$ cat src/rtl/strobe_pkg.sv
// strobe_pkg: shared defaults and helpers for the strobe_gen clock-enable generator.
//   ACC_W_DEF   - default accumulator width (rate resolution 1/2^ACC_W)
//   INC_PIXEL   - 25 MHz pixel enable from a 100 MHz clk (1/4 rate)
//   INC_TICK    - game-logic tick increment
//   INC_RST_DEF - packed reset increments for the default two-channel build
//   ch_width()  - width of the channel-select field, never less than 1
package strobe_pkg;

    localparam int unsigned ACC_W_DEF = 16;

    localparam logic [15:0] INC_PIXEL = 16'h4000;
    localparam logic [15:0] INC_TICK  = 16'h0040;

    // Channel 0 sits in the low slice.
    localparam logic [31:0] INC_RST_DEF = {INC_TICK, INC_PIXEL};

    function automatic int unsigned ch_width(input int unsigned n);
        return (n <= 1) ? 1 : $clog2(n);
    endfunction

endpackage

$ cat src/rtl/strobe_chan.sv
// strobe_chan: one phase-accumulator channel of strobe_gen.
// Ports:
//   clk, rst   - clock and synchronous active-high reset
//   en         - accumulate enable
//   phase_clr  - clears acc, stb and tog (pending update is kept)
//   cfg_wr     - accepted increment update for this channel
//   cfg_inc    - new increment, held in the shadow register until applied
//   pending    - shadow holds an update not yet applied
//   stb        - registered one-cycle strobe on each accumulator carry
//   tog        - flips on each strobe
module strobe_chan
    import strobe_pkg::*;
#(
    parameter int unsigned      ACC_W   = ACC_W_DEF,
    parameter logic [ACC_W-1:0] INC_RST = '0
) (
    input  logic             clk,
    input  logic             rst,
    input  logic             en,
    input  logic             phase_clr,
    input  logic             cfg_wr,
    input  logic [ACC_W-1:0] cfg_inc,
    output logic             pending,
    output logic             stb,
    output logic             tog
);

    logic [ACC_W-1:0] acc_q;
    logic [ACC_W-1:0] inc_q;
    logic [ACC_W-1:0] shadow_q;
    logic             pending_q;
    logic             stb_q;
    logic             tog_q;

    logic [ACC_W:0]   sum;
    logic             carry;
    logic             apply;

    always_comb begin
        sum   = {1'b0, acc_q} + {1'b0, inc_q};
        carry = en && !phase_clr && sum[ACC_W];
        // Updates land only on a period boundary so no runt period is produced.
        // A stopped channel (inc 0) never reaches a boundary, so it applies at once.
        apply = pending_q && (carry || (inc_q == '0));
    end

    always_ff @(posedge clk) begin
        if (rst) begin
            acc_q     <= '0;
            inc_q     <= INC_RST;
            shadow_q  <= '0;
            pending_q <= 1'b0;
            stb_q     <= 1'b0;
            tog_q     <= 1'b0;
        end else begin
            if (phase_clr) begin
                acc_q <= '0;
                stb_q <= 1'b0;
                tog_q <= 1'b0;
            end else if (en) begin
                acc_q <= sum[ACC_W-1:0];
                stb_q <= carry;
                tog_q <= tog_q ^ carry;
            end else begin
                stb_q <= 1'b0;
            end

            // cfg_wr is only granted while not pending, so it never collides with apply.
            if (apply) begin
                inc_q     <= shadow_q;
                pending_q <= 1'b0;
            end else if (cfg_wr) begin
                shadow_q  <= cfg_inc;
                pending_q <= 1'b1;
            end
        end
    end

    assign pending = pending_q;
    assign stb     = stb_q;
    assign tog     = tog_q;

endmodule

$ cat src/rtl/strobe_gen.sv
// strobe_gen: multi-channel fractional clock-enable generator.
// Each channel strobes at an average rate of inc/2^ACC_W of clk; increments
// are retuned at runtime through a valid/ready port without glitches.
// Ports:
//   clk, rst   - clock and synchronous active-high reset
//   en         - global accumulate enable
//   phase_clr  - per-channel accumulator clear
//   cfg_valid  - increment update request
//   cfg_ch     - target channel; out-of-range channels are accepted and dropped
//   cfg_inc    - new increment
//   cfg_ready  - update can be accepted (target channel has nothing pending)
//   stb        - one-cycle strobe per channel
//   tog        - square wave per channel, flips on each strobe
module strobe_gen
    import strobe_pkg::*;
#(
    parameter int unsigned              ACC_W   = ACC_W_DEF,
    parameter int unsigned              NCH     = 2,
    parameter logic [NCH*ACC_W-1:0]     INC_RST = INC_RST_DEF,
    localparam int unsigned             CH_W    = ch_width(NCH)
) (
    input  logic             clk,
    input  logic             rst,
    input  logic             en,
    input  logic [NCH-1:0]   phase_clr,
    input  logic             cfg_valid,
    input  logic [CH_W-1:0]  cfg_ch,
    input  logic [ACC_W-1:0] cfg_inc,
    output logic             cfg_ready,
    output logic [NCH-1:0]   stb,
    output logic [NCH-1:0]   tog
);

    logic [NCH-1:0] pending;
    logic [NCH-1:0] cfg_wr;

    // Channels outside 0..NCH-1 keep the default of 1 so such requests drain.
    always_comb begin
        cfg_ready = 1'b1;
        for (int i = 0; i < NCH; i++) begin
            if (cfg_ch == CH_W'(i)) begin
                cfg_ready = !pending[i];
            end
        end
    end

    for (genvar i = 0; i < NCH; i++) begin : g_chan
        assign cfg_wr[i] = cfg_valid && cfg_ready && (cfg_ch == CH_W'(i));

        strobe_chan #(
            .ACC_W   (ACC_W),
            .INC_RST (INC_RST[i*ACC_W +: ACC_W])
        ) u_chan (
            .clk       (clk),
            .rst       (rst),
            .en        (en),
            .phase_clr (phase_clr[i]),
            .cfg_wr    (cfg_wr[i]),
            .cfg_inc   (cfg_inc),
            .pending   (pending[i]),
            .stb       (stb[i]),
            .tog       (tog[i])
        );
    end

endmodule

$ cat config.mk
export PLATFORM = sky130hd
export DESIGN_NAME = strobe_gen
export DESIGN_NICKNAME = d
export VERILOG_FILES = /design/src/rtl/strobe_pkg.sv /design/src/rtl/strobe_chan.sv /design/src/rtl/strobe_gen.sv
export SDC_FILE = /design/constraint.sdc
export NUM_CORES = 1
export LEC_CHECK = 0
export CAP_MARGIN = 20
export CELL_PAD_IN_SITES_DETAIL_PLACEMENT = 0
export CELL_PAD_IN_SITES_GLOBAL_PLACEMENT = 2
export CORE_AREA = 2 2 113 142
export CTS_CLUSTER_DIAMETER = 100
export CTS_CLUSTER_SIZE = 24
export DETAILED_ROUTE_END_ITERATION = 10
export DIE_AREA = 0 0 115 144
export MAX_ROUTING_LAYER = met4
export PLACE_DENSITY_LB_ADDON = 0.1
export SLEW_MARGIN = 20
export SYNTH_ARGS = -nofsm -noshare
export SYNTH_HDL_FRONTEND = slang
export SYNTH_SLANG_ARGS = --single-unit
$ cat constraint.sdc
create_clock -name clk -period 3.25 [get_ports clk]
set_input_delay 0.8125 -clock clk [delete_from_list [all_inputs] [get_ports clk]]
set_output_delay 0.8125 -clock clk [all_outputs]
set_load 0.005 [all_outputs]
==> results by group <==
Worst setup path
  – Critical Path Start: g_chan[0].u_chan.inc_q[0]$_SDFFE_PP0P_
  – Reg2reg path depth: 8
  – CP endpoint: g_chan[0].u_chan.inc_q[2]$_SDFFE_PP0P_
  – Worst reg2reg endpoint: g_chan[0].u_chan.inc_q[2]$_SDFFE_PP0P_
  – CP Max Fanout: 17
  – R2R Setup Slk: 270 ps
  – CP required: 3520 ps
  – Critical Path Start Type: flip-flop
  – Worst reg2reg path startpoint: g_chan[0].u_chan.inc_q[0]$_SDFFE_PP0P_
  – Worst EP arrival: 3250 ps
  – CP Class: flip-flop to flip-flop
  – Crit. End Element: flip-flop

Synthesis
  – Area contributors post-synth: dfxtp_1, mux2i_1, ha_1, a21oi_1, nand2_1
  – Post-Synthesis Net Count: 710
  – #FFs+latches synth: 102
  – Synth warn: 0
  – Syn Inst Count: 653
  – Dominant synthesized flop cell: dfxtp_1
  – Unique cell type count in the Yosys netlist: 53
  – Syn_area_per_cell: 8.486 sq um
  – Area of the mapped netlist: 5542 sq um
  – Number of enable flip-flop cells after synthesis: 0
  – Post-synthesis sequential area ratio: 0.3685
  – Async SR Flop Fraction: 0
  – Top-area cell type share of the netlist area: 0.3685
  – Area leader, netlist: dfxtp_1

Worst hold path
  – HP Class: flip-flop to flip-flop

Timing
  – Final period util: 0.9174
  – Hold Vio Cnt, Final: 0
  – RSZ-0062 raised after global routing: no
  – Hold slack: 460.1 ps
  – Clock skew: 7.577 ps
  – Pins over their slew limit: 0
  – Post-route setup TNS: 0 ps
  – Tmin final: 2982 ps
  – Measured slew at the worst slew-check pin: 939.8 ps
  – FMAX: 335.4 MHz
  – Relative slew slack: 0.3734
  – Final setup fails: 0

Power and ir drop
  – Max IR drop VDD: 0.2052 mV
  – Static leakage: 2.354 nW
  – Total Power: 2.516 mW
  – PwrDens: 407.1 nW/um^2

Die
  – Row count: 51
  – I/O pins: 28
  – Die Wd: 115 um
  – Die Y: 144 um
  – Die footprint: 16560 sq um
  – Initial Utilization: 0.3618
  – Core Area: 15310 sq um

Clock tree
  – # Post-CTS Setup Buffers: 0
  – Post-CTS sizing: 0
  – Cts bufs inserted: 9
  – H-tree depth: 3
  – Clock Tree Root: clkbuf_16
  – Clock sink count: 102
  – Hold buffers post-CTS: 0
  – Clock Latency Late Sink: 350 ps
  – Clock tree buffer depth: 2
  – CTS tree: built
  – Worst-path clk slew: 80 ps

Finish
  – Design Area, Final: 6181 sq um
  – P&R area growth vs syn: 11.54%
  – Layout net count: 712
  – ANT cells: 0
  – Share of post-route cells with drive strength above 1: 0.06212
  – Final cell count without fillers: 845

Drt
  – Vias/cell: 5.424
  – # DRC: 0
  – DRT Wirelength: 14500 um
  – Post-DRT Antenna Nets: 0
  – Via count: 4583
  – DR WL/cell: 17.16 um
  – DR iter-0 viols: 202
  – Pre-antenna DRT Iters: 5

Place
  – Gpl congestion: 0.8683
  – Area post-placement: 5892 sq um
  – DP Cell Count: 829
  – IO Port Bufs: 27
  – Detailed Place HPWL: 10960 um

Global route
  – Pin count of the biggest net entering global routing: 84
  – GRT Total Usage: 0.1864
  – Vias in the first global route: 4516
  – Grt total ovfl: 0
  – Initial antenna violation count: 0
  – First-pass GRT wire length: 23300 um

Run status
  – Status: finished, final reports clean

Flow run
  – Maxcap violations: 0
-- per-layer routing --
layer  up-vias  global-route usage  wire length (um)
met2        72              0.3189              7315
met5         -                   -                 0
li1       2342                   -                 -
met1      2135              0.2132              6245
met3        34             0.03227               447
met4         0             0.08244               495
-- worst min path at each step --
stage | start | to | slack, ps | cells after the start
final | g_chan[0].u_chan.shadow_q[15]$_SDFFE_PP0P_ | g_chan[0].u_chan.shadow_q[15]$_SDFFE_PP0P_ | 460 | 2
after global routing | g_chan[0].u_chan.shadow_q[11]$_SDFFE_PP0P_ | g_chan[0].u_chan.shadow_q[11]$_SDFFE_PP0P_ | 480 | 2
after CTS | g_chan[0].u_chan.shadow_q[10]$_SDFFE_PP0P_ | g_chan[0].u_chan.shadow_q[10]$_SDFFE_PP0P_ | 460 | 2
after detailed placement | g_chan[1].u_chan.shadow_q[5]$_SDFFE_PP0P_ | g_chan[1].u_chan.shadow_q[5]$_SDFFE_PP0P_ | 450 | 2
after global placement | g_chan[0].u_chan.shadow_q[10]$_SDFFE_PP0P_ | g_chan[0].u_chan.shadow_q[10]$_SDFFE_PP0P_ | 450 | 2
after floorplan | g_chan[1].u_chan.shadow_q[0]$_SDFFE_PP0P_ | g_chan[1].u_chan.shadow_q[0]$_SDFFE_PP0P_ | 440 | 2
-- cell families (layout without fill, tap and decap cells) --
family / after synthesis / count (layout) / share of synthesized area
adders and majority gates: 34 / 34 / 0.07948
muxes: 48 / 48 / 0.08670
DFF: 102 / 102 / 0.3685
xor gates and xnor gates: 15 / 15 / 0.02371
and+or+nand+nor: 241 / 241 / 0.2066
buffers and inverters: 54 / 61 / 0.04448
AOI/OAI and AO/OA: 159 / 159 / 0.1906
-- layout by cell type, fill, tap and decap left out, types with 3 or more instances in the layout --
master	synthesis	layout
a211oi_1	12	12
a311o_1	3	3
o211ai_1	9	9
a21oi_1	66	66
o21ai_0	16	15
a21o_1	13	13
nand2b_1	30	30
dfxtp_1	102	102
nand3_1	25	25
inv_1	9	9
clkbuf_16	0	9
nor4_1	7	7
and3_1	6	6
xnor2_1	10	10
a211o_1	3	3
xor2_1	5	5
nand4_1	9	9
clkdlybuf4s50_1	0	25
mux2i_1	48	48
or2_2	3	3
a32oi_1	3	3
a31oi_1	4	4
or3_1	4	4
o31ai_1	3	3
buf_4	5	9
nor2_1	51	51
a31o_2	5	5
nand4b_1	4	4
ha_1	32	32
o21a_1	6	6
inv_6	0	3
and2_1	4	4
o21bai_1	4	4
nand2_1	85	85
nor3_1	8	8
-- power by group --
group / internal (mW) / leakage [nW] / switching (mW) / total (mW)
clock: 0.535 / 0.132 / 0.523 / 1.06
combinational: 0.0685 / 1.40 / 0.104 / 0.173
sequential: 1.27 / 0.826 / 0.0133 / 1.29
total: 1.88 / 2.35 / 0.641 / 2.52
-- area by class of cell --
type	instances	area (sq um)
multi-input combinational	497	3264
fill	1563	9134
clock inverter	6	52.55
clock buffer	10	229.0
timing repair buffer	36	327.8
inverter	9	33.78
tap	185	231.5
sequential	102	2042
-- through the flow --
step	util	setup slack (ps)
floorplan	-	682.8
global placement	0.3847	341.5
detailed placement	0.3847	261.9
CTS	0.4031	246.0
global route	0.4036	56.87
finish	0.4036	268.3
-- critical path, cell delays in order (launching register included) --
cell       delay, ps
dfxtp_1          360
ha_1             200
fa_1             250
a211oi_2         100
o21bai_2         250
a2111oi_4        120
o41ai_2          500
a31o_1           830
mux2i_1          280
-- synth_stat cells, types with 4 or more instances --
cell and count:
nand4_1 9, ha_1 32, nor4_1 7, nand3_1 25, nor3_1 8, clkbuf_1 35, or3_1 4, a31o_2 5
a211oi_1 12, a21o_1 13, mux2i_1 48, nand4b_1 4, xor2_1 5, a21oi_1 66, nand2b_1 30, o21ai_0 16
inv_1 9, buf_4 5, nor2_1 51, o21a_1 6, nand2_1 85, xnor2_1 10, o211ai_1 9, dfxtp_1 102
and3_1 6, a31oi_1 4, and2_1 4, o21bai_1 4
-- sequential cells by signal, summed over array words and instances, names as in the netlist --
name,cells
g_chan.u_chan.acc_q,32
g_chan.u_chan.shadow_q,32
g_chan.u_chan.pending,2
g_chan.u_chan.stb,2
g_chan.u_chan.inc_q,32
g_chan.u_chan.tog,2
No activity file was read; power rests on OpenSTA's default activity.
